==> config.mk <==
export PLATFORM = sky130hd
export DESIGN_NAME = button_conditioner
export DESIGN_NICKNAME = d
export VERILOG_FILES = /design/src/rtl/tamagotchi_pkg.sv /design/src/rtl/btn_channel.sv /design/src/rtl/button_conditioner.sv
export SDC_FILE = /design/constraint.sdc
export NUM_CORES = 1
export LEC_CHECK = 0
export BUFFER_PORTS_ARGS = -buffer_cell sky130_fd_sc_hd__buf_2
export CAP_MARGIN = 20
export CORE_MARGIN = 2
export CORE_UTILIZATION = 59
export CTS_BUF_LIST = sky130_fd_sc_hd__clkbuf_2 sky130_fd_sc_hd__clkbuf_4 sky130_fd_sc_hd__clkbuf_8
export DETAILED_ROUTE_END_ITERATION = 7
export PLACE_DENSITY = 0.85
export SETUP_SLACK_MARGIN = 0.3
export SLEW_MARGIN = 20
export SYNTH_ARGS = -nofsm -noshare
export SYNTH_HDL_FRONTEND = slang
export SYNTH_SLANG_ARGS = --single-unit
==> constraint.sdc <==
create_clock -name clk -period 3.5 [get_ports clk]
set_input_delay 0.525 -clock clk [delete_from_list [all_inputs] [get_ports clk]]
set_output_delay 0.525 -clock clk [all_outputs]
set_load 0.03 [all_outputs]
==> src/rtl/tamagotchi_pkg.sv <==
// Shared constants and types for the tamagotchi button front end.
// Latency: n/a (declarations only).
// Backpressure: n/a.
//
// Contents: button bit map, default timing constants for a 50 MHz clock,
// and the per-channel conditioner state enum.
package tamagotchi_pkg;

  // Button bit positions on btn_raw / btn_level / btn_press / btn_long.
  localparam int BTN_SALUD     = 0;
  localparam int BTN_ENERGIA   = 1;
  localparam int BTN_HAMBRE    = 2;
  localparam int BTN_DIVERSION = 3;
  localparam int BTN_RESET     = 4;
  localparam int BTN_TEST      = 5;
  localparam int NUM_BTN       = 6;

  // 10 ms debounce window and 5 s long-press threshold at 50 MHz.
  localparam int DEBOUNCE_10MS = 500_000;
  localparam int LONG_5S       = 250_000_000;

  typedef enum logic [2:0] {
    IDLE,
    ARMING,
    PRESSED,
    HELD,
    RELEASING
  } ch_state_e;

endpackage

==> src/rtl/btn_channel.sv <==
// One button channel: 2-FF synchroniser, debounce filter, press and long-press pulses.
// Latency: press pulse 2 + DEBOUNCE_CYCLES edges after a steady press; long pulse LONG_CYCLES after that.
// Backpressure: none; pulses are single-cycle and the consumer must sample every cycle.
//
// Ports:
//   clk_i   - system clock
//   rst_ni  - asynchronous active-low reset
//   raw_i   - unsynchronised button pin
//   level_o - debounced level, 1 = pressed
//   press_o - one-cycle pulse when level_o rises
//   long_o  - one-cycle pulse once the press has been held LONG_CYCLES
module btn_channel
  import tamagotchi_pkg::*;
#(
  parameter int DEBOUNCE_CYCLES = DEBOUNCE_10MS,
  parameter int LONG_CYCLES     = LONG_5S,
  parameter bit ACTIVE_LOW      = 1'b1
) (
  input  logic clk_i,
  input  logic rst_ni,
  input  logic raw_i,
  output logic level_o,
  output logic press_o,
  output logic long_o
);

  localparam int DCNT_W = $clog2(DEBOUNCE_CYCLES + 1);
  localparam int HCNT_W = $clog2(LONG_CYCLES + 1);

  localparam logic [DCNT_W-1:0] DCNT_LAST = DCNT_W'(DEBOUNCE_CYCLES - 1);
  localparam logic [HCNT_W-1:0] HCNT_LAST = HCNT_W'(LONG_CYCLES - 1);
  localparam logic [HCNT_W-1:0] HCNT_MAX  = HCNT_W'(LONG_CYCLES);

  logic              pressed_raw;
  logic [1:0]        sync_q;
  logic              s2;
  logic [DCNT_W-1:0] dcnt_q, dcnt_d;
  logic [HCNT_W-1:0] hcnt_q, hcnt_d;
  logic              level_q, level_d;
  logic              press_q, press_d;
  logic              long_q, long_d;
  logic              accept;
  logic              long_hit;
  ch_state_e         state_q;
  ch_state_e         ret_q;

  // Normalise polarity before synchronising so reset value 0 means "unpressed".
  assign pressed_raw = raw_i ^ ACTIVE_LOW;
  assign s2          = sync_q[1];

  always_ff @(posedge clk_i or negedge rst_ni) begin
    if (!rst_ni) begin
      sync_q <= 2'b00;
    end else begin
      sync_q <= {sync_q[0], pressed_raw};
    end
  end

  // accept: this edge completes a debounce window and flips the level.
  assign accept   = (s2 != level_q) && (dcnt_q == DCNT_LAST);
  // long_hit: this edge brings the hold counter to LONG_CYCLES.
  assign long_hit = level_q && (hcnt_q == HCNT_LAST);

  always_comb begin
    dcnt_d  = dcnt_q;
    level_d = level_q;
    if (s2 == level_q) begin
      dcnt_d = '0;
    end else if (dcnt_q == DCNT_LAST) begin
      dcnt_d  = '0;
      level_d = s2;
    end else begin
      dcnt_d = dcnt_q + 1'b1;
    end

    press_d = level_d & ~level_q;

    // Hold counter saturates at LONG_CYCLES so the long pulse cannot repeat.
    hcnt_d = hcnt_q;
    if (!level_q) begin
      hcnt_d = '0;
    end else if (hcnt_q != HCNT_MAX) begin
      hcnt_d = hcnt_q + 1'b1;
    end

    long_d = long_hit;
  end

  always_ff @(posedge clk_i or negedge rst_ni) begin
    if (!rst_ni) begin
      state_q <= IDLE;
      ret_q   <= PRESSED;
      dcnt_q  <= '0;
      hcnt_q  <= '0;
      level_q <= 1'b0;
      press_q <= 1'b0;
      long_q  <= 1'b0;
    end else begin
      dcnt_q  <= dcnt_d;
      hcnt_q  <= hcnt_d;
      level_q <= level_d;
      press_q <= press_d;
      long_q  <= long_d;

      case (state_q)
        IDLE: begin
          if (accept) begin
            state_q <= PRESSED;
          end else if (s2) begin
            state_q <= ARMING;
          end
        end
        ARMING: begin
          if (accept) begin
            state_q <= PRESSED;
          end else if (!s2) begin
            state_q <= IDLE;
          end
        end
        PRESSED, HELD: begin
          if (accept) begin
            state_q <= IDLE;
          end else if (!s2) begin
            state_q <= RELEASING;
            // Remember where to return if the release turns out to be a bounce.
            ret_q   <= (long_hit || state_q == HELD) ? HELD : PRESSED;
          end else if (long_hit) begin
            state_q <= HELD;
          end
        end
        RELEASING: begin
          if (accept) begin
            state_q <= IDLE;
          end else if (s2) begin
            state_q <= long_hit ? HELD : ret_q;
          end else if (long_hit) begin
            // Level is still 1 here, so the hold threshold can expire mid-release.
            ret_q <= HELD;
          end
        end
        default: state_q <= IDLE;
      endcase
    end
  end

  assign level_o = level_q;
  assign press_o = press_q;
  assign long_o  = long_q;

endmodule

==> src/rtl/button_conditioner.sv <==
// Conditions the raw board push-buttons into clean level, press and long-press signals.
// Latency: press 2 + DEBOUNCE_CYCLES edges after a steady press; long pulse LONG_CYCLES later.
// Backpressure: none; every output is registered and pulses last one cycle.
//
// Ports:
//   clk       - system clock
//   rst_n     - asynchronous active-low reset
//   btn_raw   - unsynchronised button pins (bit map in tamagotchi_pkg)
//   btn_level - debounced levels, 1 = pressed
//   btn_press - one-cycle pulse per accepted press
//   btn_long  - one-cycle pulse when a press has been held LONG_CYCLES
module button_conditioner #(
  parameter int NUM_BTN         = tamagotchi_pkg::NUM_BTN,
  parameter int DEBOUNCE_CYCLES = tamagotchi_pkg::DEBOUNCE_10MS,
  parameter int LONG_CYCLES     = tamagotchi_pkg::LONG_5S,
  parameter int ACTIVE_LOW      = 1
) (
  input  logic               clk,
  input  logic               rst_n,
  input  logic [NUM_BTN-1:0] btn_raw,
  output logic [NUM_BTN-1:0] btn_level,
  output logic [NUM_BTN-1:0] btn_press,
  output logic [NUM_BTN-1:0] btn_long
);

  // Channels share nothing but clock and reset.
  for (genvar i = 0; i < NUM_BTN; i++) begin : g_ch
    btn_channel #(
      .DEBOUNCE_CYCLES(DEBOUNCE_CYCLES),
      .LONG_CYCLES    (LONG_CYCLES),
      .ACTIVE_LOW     (ACTIVE_LOW != 0)
    ) u_ch (
      .clk_i  (clk),
      .rst_ni (rst_n),
      .raw_i  (btn_raw[i]),
      .level_o(btn_level[i]),
      .press_o(btn_press[i]),
      .long_o (btn_long[i])
    );
  end

endmodule

==> out/metrics.cfg, run 1 <==
[clocking]
cts_buffers = 51
cts_setup_buffers = 0
cts_resized = 0
cts_htree_levels = 2
cts_max_path_buffers = 3
clkTransAtPathRegs_ns = 0.06
clock-sinks = 312
clk_latency_ns = 0.58
cts_tree = done
clockRootBuffer = clkbuf_8

[setup_path]
startpoint = g_ch[5].u_ch.level_o
worst-path-buf-inv = 1
crit_family = flip-flops
endpoint_kind = output pin
reg2reg_depth = 5
crit_path_end = btn_level[5]
path_class = reg -> out
crit_path_max_incr_delay_ns = 0.95
cp.required_ns = 2.97
reg2reg_slack_ns = 1.33
path_cells = buf_2
r2r-start = g_ch[4].u_ch.dcnt_q[11]
worstPathMaxFanout = 34
crit_arrival_ns = 1.86
worstSetupPathDepth = 1
cp-start-kind = flip-flop
timing.rr.end = g_ch[4].u_ch.dcnt_q[17]
slowest_stage = dfrtp_1

[sta]
finClkSkew_ns = 0.0181
fin_crit_ns = 2.38
setup_viol = 0
fin_setup_tns_ns = 0
slew_violations = 0
relSlewSlack = 0.383
hold_ws_ns = 0.0859
final-hold-violation-count = 0
worst_pin_slew_ns = 0.925
period_share = 0.680
rsz0062_at_grt = false
max_freq_mhz = 420

[layout]
drive_above_1_share = 0.0899
layout_commonest_cell = dfrtp_1
layout_common_cells = 312 x dfrtp_1, 151 x nor2_1, 142 x and2_1
area.growth.synth_to_final_pct = 8.75
nNetsFinal = 1627
antenna_cells = 0

[floorplan]
core_area_sq_um = 26100
rows = 59
die_area_sq_um = 28100
die_height_um = 168
die_x_um = 168
initial_core_util = 0.604
ios = 26

[placement]
gp_congestion = 0.824
io_buffers = 25
dp_hpwl_um = 18100

[hold_path]
hp-class = in -> reg
hold_path.startpoint = btn_raw[1]

[synthesis]
syn_area_sq_um = 15800
synth_flop_cell = dfrtp_1
async_reset_ff_frac = 1.00
ys_types = 51
syn_nets = 1604
yosysWarnings = 0
avgSynthCellArea_sq_um = 10.0
ys_ff_latch = 312
syn_inst = 1578
yosysSeqAreaShare = 0.495
synth_enable_flop_cells = 0

[route]
vias_per_cell = 5.65
wl_per_cell_um = 14.3
vias = 11100
routed_wl_um = 28100
first_pass_iters = 8
ant_nets = 0
drc_errors = 2
drt_iter0_drc = 665

[global_routing]
antenna_found_initial = 0
grt_max_degree = 94
grt_util_all_layers = 0.208
overflow = 0
grt_pass1_wl_um = 50400
grt_pass1_vias = 11200

[power_and_ir_drop]
ir_drop_uv = 338
power.density_nw_per_um2 = 410
p_leak_nw = 7.51

[job]
maxCapViolCount = 0

[status]
status = complete, but fails checks
failed_checks = design-rule violations

cell type report:
class                           count  area, sq um
Sequential cell                   312         7810
Multi-Input combinational cell   1163         7490
Clock inverter                      5         31.3
Fill cell                        2008         8980
Tap cell                          335          419
Timing Repair Buffer               33          223
Clock buffer                       82         1030
Inverter                           40          150
kinds of logic (layout without fill, tap and decap cells):
group	count (synthesis)	count (layout)	share of synthesized area
mux	20	20	0.0132
fa+ha+maj	18	18	0.0143
flops	312	312	0.495
simple gates	847	847	0.298
xor+xnor	240	240	0.133
compound gates	38	38	0.0155
buf+inv	103	160	0.0303
metal layers:
layer	vias up	global-route usage	part of all wire
met5	-	0	0
met4	0	0.0715	0.021
met3	63	0.0343	0.034
met2	170	0.347	0.48
met1	5466	0.278	0.46
li1	5431	-	-
cell usage after synthesis (21+ instances only):
cell type  instances  area (sq um)
inv_1             40           150
and3_1            33           206
xor2_1           104           911
xnor2_1          136          1190
nor3_1            45           225
nand2_1          109           409
and2_1           142           888
nor4_1            35           219
nand3_1          122           611
nand4_1           66           413
and4_1            28           245
nor2_1           151           567
dfrtp_1          312          7810
clkbuf_1          36           135
buf_4             21           158
power by group:
group	internal (W)	leakage [nW]	total (W)	switching, W
clock	0.00186	0.567	0.00325	0.00139
sequential	0.00363	4.32	0.00366	0.0000224
combinational	0.0000310	2.62	0.000134	0.000103
flip-flops by register name (all words and copies together), names as in the netlist:
signal,cells
g_ch.u_ch.level_o,6
g_ch.u_ch.sync_q,12
g_ch.u_ch.press_o,6
g_ch.u_ch.hcnt_q,168
g_ch.u_ch.dcnt_q,114
g_ch.u_ch.long_o,6
metrics by stage:
stage	power (W)	util	cells	worst slack, ns	instance area (sq um)
after floorplan	0.00376	-	1578	1.61	15800
after global routing	0.00733	0.656	1970	0.983	17200
after global placement	0.00385	0.615	1882	1.41	16100
after detailed placement	0.00386	0.615	1882	1.34	16100
final	0.00704	0.656	1970	1.12	17200
after CTS	0.00713	0.656	1970	1.07	17200
worst reg2reg max path, cell delays in order (launching register included):
cell,delay (ns)
dfrtp_1,0.41
or4b_2,0.68
nor4_1,0.19
nand2_1,0.15
nand2_1,0.45
nor2_1,0.14
repair_timing:
| item | in CTS | in global routing |
|---|---|---|
| setup endpoints to repair | 0 | 0 |
| hold buffers | 1 | 0 |
| endpoints found under the hold margin | 56 | 0 |
worst min path at each step:
stage                        endpoint  slack (ns)  cells past startpoint
3_3_place_gp   g_ch[2].u_ch.sync_q[1]        0.33                      0
3_5_place_dp   g_ch[1].u_ch.sync_q[1]        0.34                      0
6_report       g_ch[1].u_ch.sync_q[0]        0.09                      2
2_1_floorplan  g_ch[0].u_ch.dcnt_q[0]        0.23                      0
4_1_cts        g_ch[5].u_ch.sync_q[0]        0.05                      2
5_1_grt        g_ch[5].u_ch.sync_q[0]        0.07                      2
Power figures use the tool's default switching activity.
==> run 2: changes to the inputs <==
--- a/config.mk
+++ b/config.mk
@@ -5,13 +5,14 @@
 export SDC_FILE = /design/constraint.sdc
 export NUM_CORES = 1
 export LEC_CHECK = 0
+export ABC_AREA = 1
 export BUFFER_PORTS_ARGS = -buffer_cell sky130_fd_sc_hd__buf_2
 export CAP_MARGIN = 20
 export CORE_MARGIN = 2
 export CORE_UTILIZATION = 59
 export CTS_BUF_LIST = sky130_fd_sc_hd__clkbuf_2 sky130_fd_sc_hd__clkbuf_4 sky130_fd_sc_hd__clkbuf_8
 export DETAILED_ROUTE_END_ITERATION = 7
-export PLACE_DENSITY = 0.85
+export PLACE_DENSITY = 0.88
 export SETUP_SLACK_MARGIN = 0.3
 export SLEW_MARGIN = 20
 export SYNTH_ARGS = -nofsm -noshare
==> constraint.sdc (replaced) <==
create_clock -name clk -period 2.1 [get_ports clk]
set_input_delay 0.315 -clock clk [delete_from_list [all_inputs] [get_ports clk]]
set_output_delay 0.315 -clock clk [all_outputs]
set_load 0.03 [all_outputs]
==> run 2 against run 1 <==
Against the previous run:
- the run now ends clean
- register-to-register slack worse by 0.87 ns
- hold slack improved by 0.12 ns
- sequential power is 66% higher
- count of clock-buffer cells in the layout decreased by 3
- critical endpoint is now btn_level[2]
- largest cell class is now multi-input gates
==> out/metrics.cfg, run 2 <==
[layout]
drive_above_1_share = 0.0799  ; -0.0100
antenna_cells = 0  ; unchanged
area.growth.synth_to_final_pct = 9.80
multi_input_area_sq_um = 9180  ; +23%
nFillCells = 2647  ; +32%
nNetsFinal = 2729  ; +68%
reg_top3 = g_ch.u_ch.hcnt_q x168, g_ch.u_ch.dcnt_q x114, g_ch.u_ch.sync_q x12
largest_reg_flops = 168  ; unchanged
layout_common_cells = 710 x nand2_1, 629 x nor2_1, 310 x dfrtp_1
layout_commonest_cell = nand2_1
register_area_sq_um = 7810  ; about the same
stdcell_count = 3137  ; +59%
top_register = g_ch.u_ch.hcnt_q

[global_routing]
grt_max_degree = 94  ; unchanged
antenna_found_initial = 0  ; unchanged
grt_pass1_wl_um = 72800  ; +44%
grt_pass1_vias = 16400  ; +46%
overflow = 0  ; unchanged
grt_util_all_layers = 0.259  ; +0.0518

[synthesis]
ys_types = 38  ; -25%
yosysWarnings = 0  ; unchanged
async_reset_ff_frac = 1.00  ; unchanged
synthMuxAreaShare = 0  ; -0.0132
avgSynthCellArea_sq_um = 6.95  ; -30%
synthTopCellsByArea = dfrtp_1 43%, nand2_1 15%, nor2_1 13%, inv_1 6.0%, nand3_1 5.0%
synth_common_cells = 710 x nand2_1, 629 x nor2_1, 312 x dfrtp_1, 293 x inv_1, 184 x nand3_1
synth_top_area_cell = dfrtp_1
synth_xor_xnor_area_share = 0.0405  ; -0.0928
yosysMostFrequentCell = nand2_1
synth_flop_cell = dfrtp_1
ys_ff_latch = 312  ; unchanged
syn_nets = 2667  ; +66%
synth_top_family_by_area = simple AND/OR/NAND/NOR gates
synth-simple-area-share = 0.402  ; +0.104
syn_inst = 2641  ; +67%
syn_area_sq_um = 18400  ; +16%
synthAdderAreaFrac = 0.0123  ; -0.00201
yosys.area.top_type_share = 0.425  ; -0.0697
yosysSeqAreaShare = 0.425  ; -0.0697
synth-compound-area-share = 0.0451  ; +0.0296
synth_enable_flop_cells = 0  ; unchanged

[clocking]
cts_htree_levels = 2  ; unchanged
clk_latency_ns = 0.60  ; +0.02 ns
clockRootBuffer = clkbuf_8
cts_tree = done
clkTransAtPathRegs_ns = 0.07  ; about the same
clock-sinks = 312  ; unchanged
cts_buffers = 53  ; +3.9%
cts_max_path_buffers = 3  ; unchanged
cts_setup_buffers = 0  ; unchanged

[setup_path]
r2r-start = g_ch[4].u_ch.hcnt_q[1]
path_cells = buf_8, buf_4
worstPathMaxFanout = 24  ; -29%
endpoint_kind = output pin
crit_path_max_incr_delay_ns = 0.40  ; -0.55 ns
crit_arrival_ns = 1.42  ; -0.44 ns
worstSetupPathDepth = 2  ; +1
reg2reg_depth = 8  ; +3
path_class = reg -> out
worst-path-buf-inv = 2  ; +1
slowest_stage = dfrtp_1
cp.required_ns = 1.78  ; -1.19 ns
startpoint = g_ch[2].u_ch.level_o
cp-start-kind = flip-flop
crit_family = buffers and inverters

[route]
wl_met2_um = 19600  ; +45%
vias = 16900  ; +52%
drc_errors = 0  ; -2
routed_wl_um = 41700  ; +49%
vias_per_cell = 5.39  ; -4.7%
first_pass_iters = 6  ; -2
dr.max_layer_used = met4
wl_per_cell_um = 13.3  ; -6.7%
drt_iter0_drc = 1069  ; +61%
wl_met1_um = 18500  ; +42%
ant_nets = 0  ; unchanged
wl_met3_um = 2430  ; +160%

[floorplan]
ios = 26  ; unchanged
die_x_um = 180  ; +7.7%
core_area_sq_um = 30600  ; +17%
rows = 64  ; +8.5%
die_area_sq_um = 32500  ; +16%
die_height_um = 180  ; +7.7%
initial_core_util = 0.600  ; -0.00344

[power_and_ir_drop]
p_leak_nw = 8.25  ; +9.8%
power.density_nw_per_um2 = 605  ; +48%
power.share.clock = 0.479  ; +0.018
switching_share = 0.226  ; +0.0112
pwr-share-seq = 0.498  ; -0.022
ir_drop_uv = 473  ; +40%
p_int_w = 0.00944  ; +71%
switching_power_w = 0.00276  ; +82%
pwr-share-comb = 0.023  ; +0.004

[sta]
final-hold-violation-count = 0  ; unchanged
fin_crit_ns = 1.73
max_freq_mhz = 577
worst_pin_slew_ns = 0.617  ; -0.308 ns
slew_violations = 0  ; unchanged
hold_ws_ns = 0.205  ; +0.119 ns
rsz0062_at_grt = false
period_share = 0.825
fin_setup_tns_ns = 0  ; unchanged
setup_viol = 0  ; unchanged
relSlewSlack = 0.585  ; +0.202
finClkSkew_ns = 0.0284  ; +0.0103 ns

[placement]
dp_hpwl_um = 30400  ; +68%
io_buffers = 25  ; unchanged
placed_cells = 3037  ; +61%
gp_congestion = 0.943  ; +14%

[job]
maxCapViolCount = 0  ; unchanged

[status]
status = finished clean

[hold_path]
hp-class = in -> async

run 2: cell count changes after synthesis, moves of 42 or more:
cell	change
xnor2_1	-115
nand3_1	+62
a21oi_1	+78
inv_1	+253
o21ai_0	+42
nand2_1	+601
nor2_1	+478
and2_1	-139
xor2_1	-42
run 2: timing repair:
item | in CTS | in global routing
resized for setup | 8 | 3
hold buffers | 7 | 0
endpoints found under the hold margin | 205 | 0
setup endpoints to repair | 5 | 3
run 2: worst paths after layout:
check / slack, ns / to
setup / recovery: 0.37 / btn_level[2]
min in group clk: 0.35 / g_ch[3].u_ch.sync_q[1]
max in group asynchronous: 1.07 / g_ch[5].u_ch.level_o
hold / removal: 0.21 / g_ch[3].u_ch.hcnt_q[23]
setup reg to reg: 0.46 / g_ch[4].u_ch.hcnt_q[12]
hold reg to reg: 0.35 / g_ch[3].u_ch.sync_q[1]
run 2: cells by family after synthesis:
| group | Yosys count |
|---|---|
| DFF | 312 |
| adders and majority gates | 18 |
| AOI/OAI and AO/OA | 154 |
| buffers and inverters | 341 |
| and+or+nand+nor | 1732 |
| xor gates and xnor gates | 84 |
run 2: per-stage QoR:
stage	cell area, sq um	total power (W)	setup slack, ns	util
final	20200	0.0122	0.368	0.659
after global routing	20200	0.0126	0.312	0.659
after CTS	20100	0.0123	0.322	0.659
after detailed placement	18900	0.00647	0.494	0.619
after global placement	18900	0.00645	0.569	0.619
after floorplan	18400	0.00628	0.729	-
run 2: metal layers:
| metal | global-route usage | up-vias |
|---|---|---|
| met4 | 0.0881 | 0 |
| met5 | 0 | - |
| met2 | 0.433 | 568 |
| met1 | 0.346 | 7833 |
| li1 | - | 8383 |
| met3 | 0.0416 | 113 |
run 2: power groups by stage:
stage,Clock [W],Combinational (W),Sequential [W]
4_1_cts,0.00598,0.000288,0.00608
3_3_place_gp,0,0.000267,0.00619
2_1_floorplan,0,0.0000926,0.00618
6_report,0.00584,0.000276,0.00608
5_1_grt,0.00623,0.000321,0.00608
3_5_place_dp,0,0.000276,0.00619
run 2: cell type report:
cell class              count  area share
clock buffers              79      0.0499
repair buffers             49      0.0203
inverters                 299      0.0557
well taps                 396      0.0246
flip-flops and latches    312       0.388
clock inverters            14     0.00646
multi-input cells        1988       0.456
